==> config.mk <==
export PLATFORM = sky130hd
export DESIGN_NAME = biriscv_issue_scheduler
export DESIGN_NICKNAME = d
export VERILOG_FILES = /design/src/rtl/biriscv_issue_scheduler.sv
export SDC_FILE = /design/constraint.sdc
export NUM_CORES = 1
export LEC_CHECK = 0
export BUFFER_PORTS_ARGS = -buffer_cell sky130_fd_sc_hd__buf_4
export CAP_MARGIN = 5
export CORE_ASPECT_RATIO = 2
export CORE_MARGIN = 2
export CORE_UTILIZATION = 25
export CTS_BUF_LIST = sky130_fd_sc_hd__clkbuf_8
export CTS_CLUSTER_DIAMETER = 30
export DETAILED_ROUTE_END_ITERATION = 8
export SLEW_MARGIN = 20
export SYNTH_ARGS = -nofsm -noshare
export SYNTH_HDL_FRONTEND = slang
export SYNTH_SLANG_ARGS = --single-unit
==> constraint.sdc <==
create_clock -name clk_i -period 7.45 [get_ports clk_i]
set_clock_uncertainty 0.2 [all_clocks]
set_input_delay 1.49 -clock clk_i [delete_from_list [all_inputs] [get_ports clk_i]]
set_output_delay 1.49 -clock clk_i [all_outputs]
set_load 0.01 [all_outputs]
==> src/rtl/biriscv_issue_scheduler.sv <==
// Dual-slot issue controller: picks which decode FIFO slots to pop using pairing rules
// and a small result scoreboard, then registers the issued instructions per pipe.
module biriscv_issue_scheduler #(
  parameter int SUPPORT_DUAL_ISSUE = 1,
  parameter int LOAD_LAT           = 2,
  parameter int MUL_LAT            = 2
) (
  input  logic        clk_i,
  input  logic        rst_ni,
  input  logic        flush_i,
  input  logic        stall_i,
  input  logic        slot0_valid_i,
  input  logic [31:0] slot0_instr_i,
  input  logic [31:0] slot0_pc_i,
  input  logic [7:0]  slot0_class_i,
  input  logic        slot1_valid_i,
  input  logic [31:0] slot1_instr_i,
  input  logic [31:0] slot1_pc_i,
  input  logic [7:0]  slot1_class_i,
  input  logic        div_complete_i,
  output logic        slot0_pop_o,
  output logic        slot1_pop_o,
  output logic        issue0_valid_o,
  output logic [31:0] issue0_instr_o,
  output logic [31:0] issue0_pc_o,
  output logic [7:0]  issue0_class_o,
  output logic        issue1_valid_o,
  output logic [31:0] issue1_instr_o,
  output logic [31:0] issue1_pc_o,
  output logic [7:0]  issue1_class_o,
  output logic        div_busy_o
);

  localparam int C_INVALID = 7;
  localparam int C_LSU     = 5;
  localparam int C_BRANCH  = 4;
  localparam int C_MUL     = 3;
  localparam int C_DIV     = 2;
  localparam int C_CSR     = 1;
  localparam int C_RDV     = 0;

  logic [1:0] cnt [32];
  logic       div_busy;
  logic [4:0] div_rd;

  logic [4:0] rd0, rs1_0, rs2_0, rd1, rs1_1, rs2_1;
  logic       hazard0, hazard1, pair_legal, issue0, issue1, dual;

  assign rd0   = slot0_instr_i[11:7];
  assign rs1_0 = slot0_instr_i[19:15];
  assign rs2_0 = slot0_instr_i[24:20];
  assign rd1   = slot1_instr_i[11:7];
  assign rs1_1 = slot1_instr_i[19:15];
  assign rs2_1 = slot1_instr_i[24:20];

  function automatic logic reg_busy(input logic [4:0] r);
    return (r != 5'd0) && ((cnt[r] != 2'd0) || (div_busy && (div_rd == r)));
  endfunction

  always_comb begin
    hazard0 = (slot0_class_i[C_DIV] & div_busy) | reg_busy(rs1_0) | reg_busy(rs2_0) |
              reg_busy(rd0);
    hazard1 = (slot1_class_i[C_DIV] & div_busy) | reg_busy(rs1_1) | reg_busy(rs2_1) |
              reg_busy(rd1);
  end

  // Slot1 may only join slot0 when it neither depends on nor overwrites slot0's result.
  always_comb begin
    pair_legal = ~(slot0_class_i[C_CSR] | slot0_class_i[C_DIV] | slot0_class_i[C_INVALID] |
                   slot0_class_i[C_BRANCH]) &
                 ~(slot1_class_i[C_CSR] | slot1_class_i[C_DIV] | slot1_class_i[C_INVALID]) &
                 ~(slot0_class_i[C_LSU] & slot1_class_i[C_LSU]) &
                 ~(slot0_class_i[C_MUL] & slot1_class_i[C_MUL]);
    if (slot0_class_i[C_RDV] && (rd0 != 5'd0) &&
        ((rs1_1 == rd0) || (rs2_1 == rd0) || (rd1 == rd0)))
      pair_legal = 1'b0;
  end

  assign issue0 = slot0_valid_i & ~hazard0 & ~stall_i & ~flush_i;
  assign issue1 = slot1_valid_i & ~hazard1 & ~stall_i & ~flush_i &
                  (~slot0_valid_i | (issue0 & (SUPPORT_DUAL_ISSUE != 0) & pair_legal));
  assign dual   = issue0 & issue1;

  assign slot0_pop_o = issue0;
  assign slot1_pop_o = issue1;
  assign div_busy_o  = div_busy;

  // Counters age every cycle; a same-cycle issue reloads its rd (slot1 written last).
  always_ff @(posedge clk_i or negedge rst_ni) begin
    if (!rst_ni) begin
      for (int i = 0; i < 32; i++) cnt[i] <= 2'd0;
      div_busy <= 1'b0;
      div_rd   <= 5'd0;
    end else begin
      for (int i = 1; i < 32; i++)
        if (cnt[i] != 2'd0) cnt[i] <= cnt[i] - 2'd1;
      if (div_complete_i) div_busy <= 1'b0;
      if (issue0) begin
        if (slot0_class_i[C_LSU] && slot0_class_i[C_RDV] && rd0 != 5'd0)
          cnt[rd0] <= 2'(LOAD_LAT);
        if (slot0_class_i[C_MUL] && rd0 != 5'd0) cnt[rd0] <= 2'(MUL_LAT);
        if (slot0_class_i[C_DIV]) begin
          div_busy <= 1'b1;
          div_rd   <= rd0;
        end
      end
      if (issue1) begin
        if (slot1_class_i[C_LSU] && slot1_class_i[C_RDV] && rd1 != 5'd0)
          cnt[rd1] <= 2'(LOAD_LAT);
        if (slot1_class_i[C_MUL] && rd1 != 5'd0) cnt[rd1] <= 2'(MUL_LAT);
        if (slot1_class_i[C_DIV]) begin
          div_busy <= 1'b1;
          div_rd   <= rd1;
        end
      end
    end
  end

  always_ff @(posedge clk_i or negedge rst_ni) begin
    if (!rst_ni) begin
      issue0_valid_o <= 1'b0;
      issue0_instr_o <= 32'd0;
      issue0_pc_o    <= 32'd0;
      issue0_class_o <= 8'd0;
      issue1_valid_o <= 1'b0;
      issue1_instr_o <= 32'd0;
      issue1_pc_o    <= 32'd0;
      issue1_class_o <= 8'd0;
    end else if (flush_i) begin
      issue0_valid_o <= 1'b0;
      issue1_valid_o <= 1'b0;
    end else if (!stall_i) begin
      if (issue0) begin
        issue0_valid_o <= 1'b1;
        issue0_instr_o <= slot0_instr_i;
        issue0_pc_o    <= slot0_pc_i;
        issue0_class_o <= slot0_class_i;
      end else if (issue1) begin
        issue0_valid_o <= 1'b1;
        issue0_instr_o <= slot1_instr_i;
        issue0_pc_o    <= slot1_pc_i;
        issue0_class_o <= slot1_class_i;
      end else begin
        issue0_valid_o <= 1'b0;
        issue0_instr_o <= 32'd0;
        issue0_pc_o    <= 32'd0;
        issue0_class_o <= 8'd0;
      end
      if (dual) begin
        issue1_valid_o <= 1'b1;
        issue1_instr_o <= slot1_instr_i;
        issue1_pc_o    <= slot1_pc_i;
        issue1_class_o <= slot1_class_i;
      end else begin
        issue1_valid_o <= 1'b0;
        issue1_instr_o <= 32'd0;
        issue1_pc_o    <= 32'd0;
        issue1_class_o <= 8'd0;
      end
    end
  end

endmodule
After elaboration in Yosys (flattened, before gate mapping)

Cells that the tools add are included.

Bits in registers: 216
Bits of input ports: 151
Output and inout bits: 149
Logic and storage cells: 305

$add $sub $neg: 31
Order comparisons: 8
Eq/ne operators: 10
Muxes and demuxes: 87
Bitwise logic cells: 53
Reductions and logical operators: 74

Operators by type and width:

| operator              | number |
|---|---|
| $mux W64              | 8 |
| $mux W32              | 6 |
| $and A32 B32 Y32      | 4 |
| $or A32 B32 Y32       | 4 |
| $mux W2               | 45 |
| $reduce_bool A2 Y1    | 37 |
| $not A32 Y32          | 2 |
| $sub A2 B1 Y2 const B | 31 |
| $bmux W2 S5           | 6 |
| $eq A5 B5 Y1          | 9 |
| $ge A6 B6 Y1 const B  | 6 |
| $not A5 Y6            | 6 |
| $reduce_bool A5 Y1    | 6 |
| $mux W8               | 3 |
| $logic_and A1 B1 Y1   | 22 |
| $demux W2 S5          | 2 |
| $mux W5               | 4 |
| $and A1 B1 Y1         | 16 |
| $mux W1               | 13 |
| $lt A6 B1 Y1 const B  | 2 |
| $or A1 B1 Y1          | 12 |
| $not A1 Y1            | 9 |
| $logic_or A1 B1 Y1    | 8 |
| $ne A2 B2 Y1 const B  | 1 |
| $reduce_and A2 Y1     | 1 |

Logic depth before layout (Yosys ltp)

Word-level depth: 24
Depth in mapped cells: 13
Gate-level depth less buffers: 9

Worst setup path after synthesis

Ideal clock, no wire load.

Path type: input -> output
Start point: input slot0_instr_i[7]
End point: output slot0_pop_o
Arrival: 3.671 ns
Required time: 5.760 ns
Path slack: 2.089 ns
Stages on the path: 11
Path buffers: 4
Path through: buf_6 -> or2_1 -> buf_6 -> nor2_1 -> a2111oi_0 -> or4_4 -> nor3_2 -> nand2_1 -> nor4b_4 -> buf_2 -> buf_2

Word-level cells in the longest chain between the ends: 12
Elaborated cells between the ends (all ways): 15
Those cells by class: 1 x eq/ne; 3 x mux; 6 x bitwise; 5 x reduce/logical

Ends and longest elaborated chain:

| what                                        | RTL line | RTL |
|---|---|---|
| from (decl)                                 | 13       | `input logic [31:0] slot0_instr_i,` |
| $not A5 Y6 (not written as such)            | 57       | `return (r != 5'd0) && ((cnt[r] != 2'd0) \|\| (div_busy && (div_rd == r)));` |
| $bmux W2 S5                                 | 57       |  |
| $mux W2 (not written as such) (2 in series) | 57       |  |
| $reduce_bool A2 Y1                          | 57       |  |
| $logic_or A1 B1 Y1                          | 57       |  |
| $logic_and A1 B1 Y1 (*)                     | 57       |  |
| $or A1 B1 Y1 (*)                            | 61       | `hazard0 = (slot0_class_i[C_DIV] & div_busy) \| reg_busy(rs1_0) \| reg_busy(rs2_0) \|` |
| $not A1 Y1 (*)                              | 79       | `assign issue0 = slot0_valid_i & ~hazard0 & ~stall_i & ~flush_i;` |
| $and A1 B1 Y1 (*) (3 in series)             | 79       |  |
| to (decl)                                   | 21       | `output logic slot0_pop_o,` |

Mark *: on every way between the ends. The rest lies on a longest branch, timed or not. The select of a mux whose other input is x is not followed.

Worst setup path in the final report

Start point: input slot0_instr_i[8]
End point: output slot1_pop_o

Word-level cells in the longest chain between the ends: 15
Elaborated cells between the ends (all ways): 26
Those cells by class: 4 x eq/ne; 4 x mux; 9 x bitwise; 9 x reduce/logical

Ends and longest elaborated chain:

| what                                        | RTL line | RTL |
|---|---|---|
| $not A5 Y6 (not written as such)            | 57       |  |
| $bmux W2 S5                                 | 57       |  |
| $mux W2 (not written as such) (2 in series) | 57       |  |
| $reduce_bool A2 Y1                          | 57       |  |
| $logic_or A1 B1 Y1                          | 57       |  |
| $logic_and A1 B1 Y1                         | 57       |  |
| $or A1 B1 Y1                                | 61       |  |
| $not A1 Y1                                  | 79       |  |
| $and A1 B1 Y1 (3 in series)                 | 79       |  |
| $and A1 B1 Y1 (*)                           | 81       | `(~slot0_valid_i \| (issue0 & (SUPPORT_DUAL_ISSUE != 0) & pair_legal));` |
| $or A1 B1 Y1 (*)                            | 81       |  |
| $and A1 B1 Y1 (*)                           | 80       | `assign issue1 = slot1_valid_i & ~hazard1 & ~stall_i & ~flush_i &` |
| to (decl)                                   | 22       | `output logic slot1_pop_o,` |

Marked as above.

==> reports/results.ini <==
[outcome]
status=complete, no violations

[clocking]
postCtsHoldBufs=0
root_buffer=clkbuf_8
cts_resized=0
htree_levels=2
cts_buffer_depth=3
cts_tree=yes
clkLatencyLatePin_ns=0.55
clk_pin_slew_ns=0.06
cts_sinks=216
numCtsBuffers=34
postCtsSetupBuffers=0

[sta]
tightest_slew_ns=1.23
fin_tns_setup_ns=0
max-slew-margin-rel_pct=17.9
final-hold-violation-count=0
final_max_slew_viol_count=0
min_period_over_period_pct=78.2
setup_viol=0
fmax_mhz=172
rsz0062_at_grt=false
period_minus_slack_ns=5.83

[setup_path]
cp_slowest_cell=or4_4
critPathMaxStageDelay_ns=0.55
worst_setup_path_start_kind=input pin
worst-r2r-setup-slack_ns=2.69
reg2reg_to=issue1_instr_o[6]
crit_required_ns=5.76
critical_path_class=in -> out
cp.arrival_ns=4.14
reg2reg_depth=11
r2r-start=cnt[28]
path_max_fanout=27
crit_top_cell=buf_4
cp_cell_sequence=buf_4, nor2b_1, buf_4, a22o_1, a2111oi_0, or4_4, nor3_2, nand2_1, nor4b_4, buf_4, o21a_1, buf_4
endpoint_kind=output port

[power_and_ir_drop]
power.leakage_nw=6.91
peakVddDrop_mv=0.113
power.density_nw_per_um2=195

[synth]
ys_ff_latch=216
synth_cells=1102
synth.distinct_cells=68
synth-edff-count=0
async_flop_share_pct=100
yosysWarnings=0
syn-cell-area_um2=11200
syn_avg_cell_area_um2=10.1
synth_flop_cell=dfrtp_1
ys_seq_area_share_pct=48.4
synth_fp_nets=1253

[min_path]
hp-class=reg -> reg
min_from=cnt[56]
hold_depth=1
min_to=cnt[56]

[flow_run]
cap_viol_max_count=0

[route]
drtIter0Drc=832
vias=10400
routedWlPerCell_um=23.7
wl_um=45900
final_antenna_net_count=0
drt_first_pass_iters=5
viasPerCell=5.40
remaining_drc_errors=0

[place]
gp_congestion=0.988
io_buffers=299
placed_area_um2=13800
dp_hpwl_um=33400

[global_routing]
antenna_found_initial=1
grt_overflow=0
grt_pass1_wl_um=67700
track_usage_pct=18.9
grt_pass1_vias=10900
grt_max_degree=112

[finish]
areaGrowthSynthToFinish_pct=29.9
finalInstanceArea_um2=14500
finalNetCount=1504
drive_gt1_share_pct=29.8

[die]
rows=109
core_area_um2=44200
die_width_um=154
die_h_um=303
start_util_pct=25.3
die_area_um2=46500
io_pins=300

layout make-up:
| class | count | area [um2] |
|---|---|---|
| Sequential cell | 216 | 5410 |
| Inverter | 10 | 37.5 |
| Clock buffer | 39 | 537 |
| Clock inverter | 22 | 153 |
| Timing Repair Buffer | 313 | 2380 |
| Antenna cell | 1 | 2.50 |
| Tap cell | 555 | 694 |
| Fill cell | 4604 | 29700 |
| Multi-Input combinational cell | 778 | 5310 |
stage by stage:
| step | utilization (%) | power [W] | hold WS (ns) | setup slack (ns) | instances |
|---|---|---|---|---|---|
| after global routing | 32.9 | 0.00297 | 0.260 | 1.49 | 1934 |
| after CTS | 32.8 | 0.00287 | 0.250 | 1.65 | 1933 |
| after global placement | 31.3 | 0.00180 | 0.237 | 1.65 | 1872 |
| final | 32.9 | 0.00284 | 0.247 | 1.62 | 1934 |
| after floorplan | - | 0.00155 | 0.225 | 2.09 | 1102 |
| after detailed placement | 31.3 | 0.00181 | 0.241 | 1.65 | 1872 |
sequential cells by signal (all words and copies together), names as in the netlist, 5 cells and up:
register	count
issue0_class_o	8
issue1_pc_o	32
div_rd	5
issue0_instr_o	32
issue1_class_o	8
issue0_pc_o	32
cnt	64
issue1_instr_o	32
metal layers:
metal  GRT usage (%)  wire length (um)
met5               0                 0
met4            14.4              3680
met3            3.91              3260
met2            33.7             23700
met1            19.3             15300
logic make-up after synthesis:
kind of cell	after synthesis	synth area share, %
compound gates	285	19.7
simple gates	413	17.7
xor+xnor	42	3.29
flops	216	48.4
mux	38	6.66
buf+inv	108	4.26
power breakdown:
group          leakage [nW]  internal, W  switching, W
logic                  3.55     0.000224      0.000258
clock network         0.393     0.000551      0.000497
registers              2.97      0.00123     0.0000770
cells in the mapped netlist, drive strengths merged, types with 5 or more instances:
cell type  instances  area share [%]
a2111oi            6            0.47
a211o              5            0.39
a211oi            15             1.0
a21oi             18            0.81
a22o              70             5.5
a22oi             80             5.4
a32oi             10            0.78
and2               5            0.28
buf               47             2.2
clkbuf            51             1.7
dfrtp            216              48
inv               10            0.34
mux2               5            0.57
mux2i              5            0.45
mux4              28             5.6
nand2            185             6.2
nand2b            12            0.67
nand3             22            0.99
nand4              7            0.45
nand4b             9            0.71
nor2              59             2.0
nor2b             40             2.2
nor3              32             1.5
nor3b             10            0.67
nor4              10            0.56
o2111ai            6            0.47
o211ai            11            0.74
o21ai             26             1.2
o221ai            10            0.78
or2               10            0.58
xnor2             20             1.6
xor2              22             1.7
critical path: cells and delay by family:
kind / cells / cell delay [ns]
AO/OA/AOI/OAI: 3 / 0.38
AND/OR/NAND/NOR: 5 / 1.33
buffers and inverters: 4 / 0.92
worst max-delay path by stage:
stage / start / endpoint / slack, ns / cells after the start
after global placement: slot0_instr_i[8] / slot1_pop_o / 1.65 / 12
after detailed placement: slot0_instr_i[8] / slot1_pop_o / 1.65 / 12
after floorplan: slot0_instr_i[7] / slot0_pop_o / 2.09 / 11
final: slot0_instr_i[8] / slot1_pop_o / 1.62 / 12
after global routing: slot0_instr_i[8] / slot1_pop_o / 1.49 / 12
after CTS: slot0_instr_i[8] / slot1_pop_o / 1.65 / 12
cell usage in the layout, fill, tap and decap left out, types with 25 or more instances in the layout:
cell type,count
nor2b_1,40
nand2_1,185
buf_4,310
nor2_1,59
clkbuf_8,39
dfrtp_1,216
a22oi_1,80
a22o_1,70
o21ai_0,25
nor3_1,30
mux4_2,28
No activity file was read; power rests on OpenSTA's default activity.
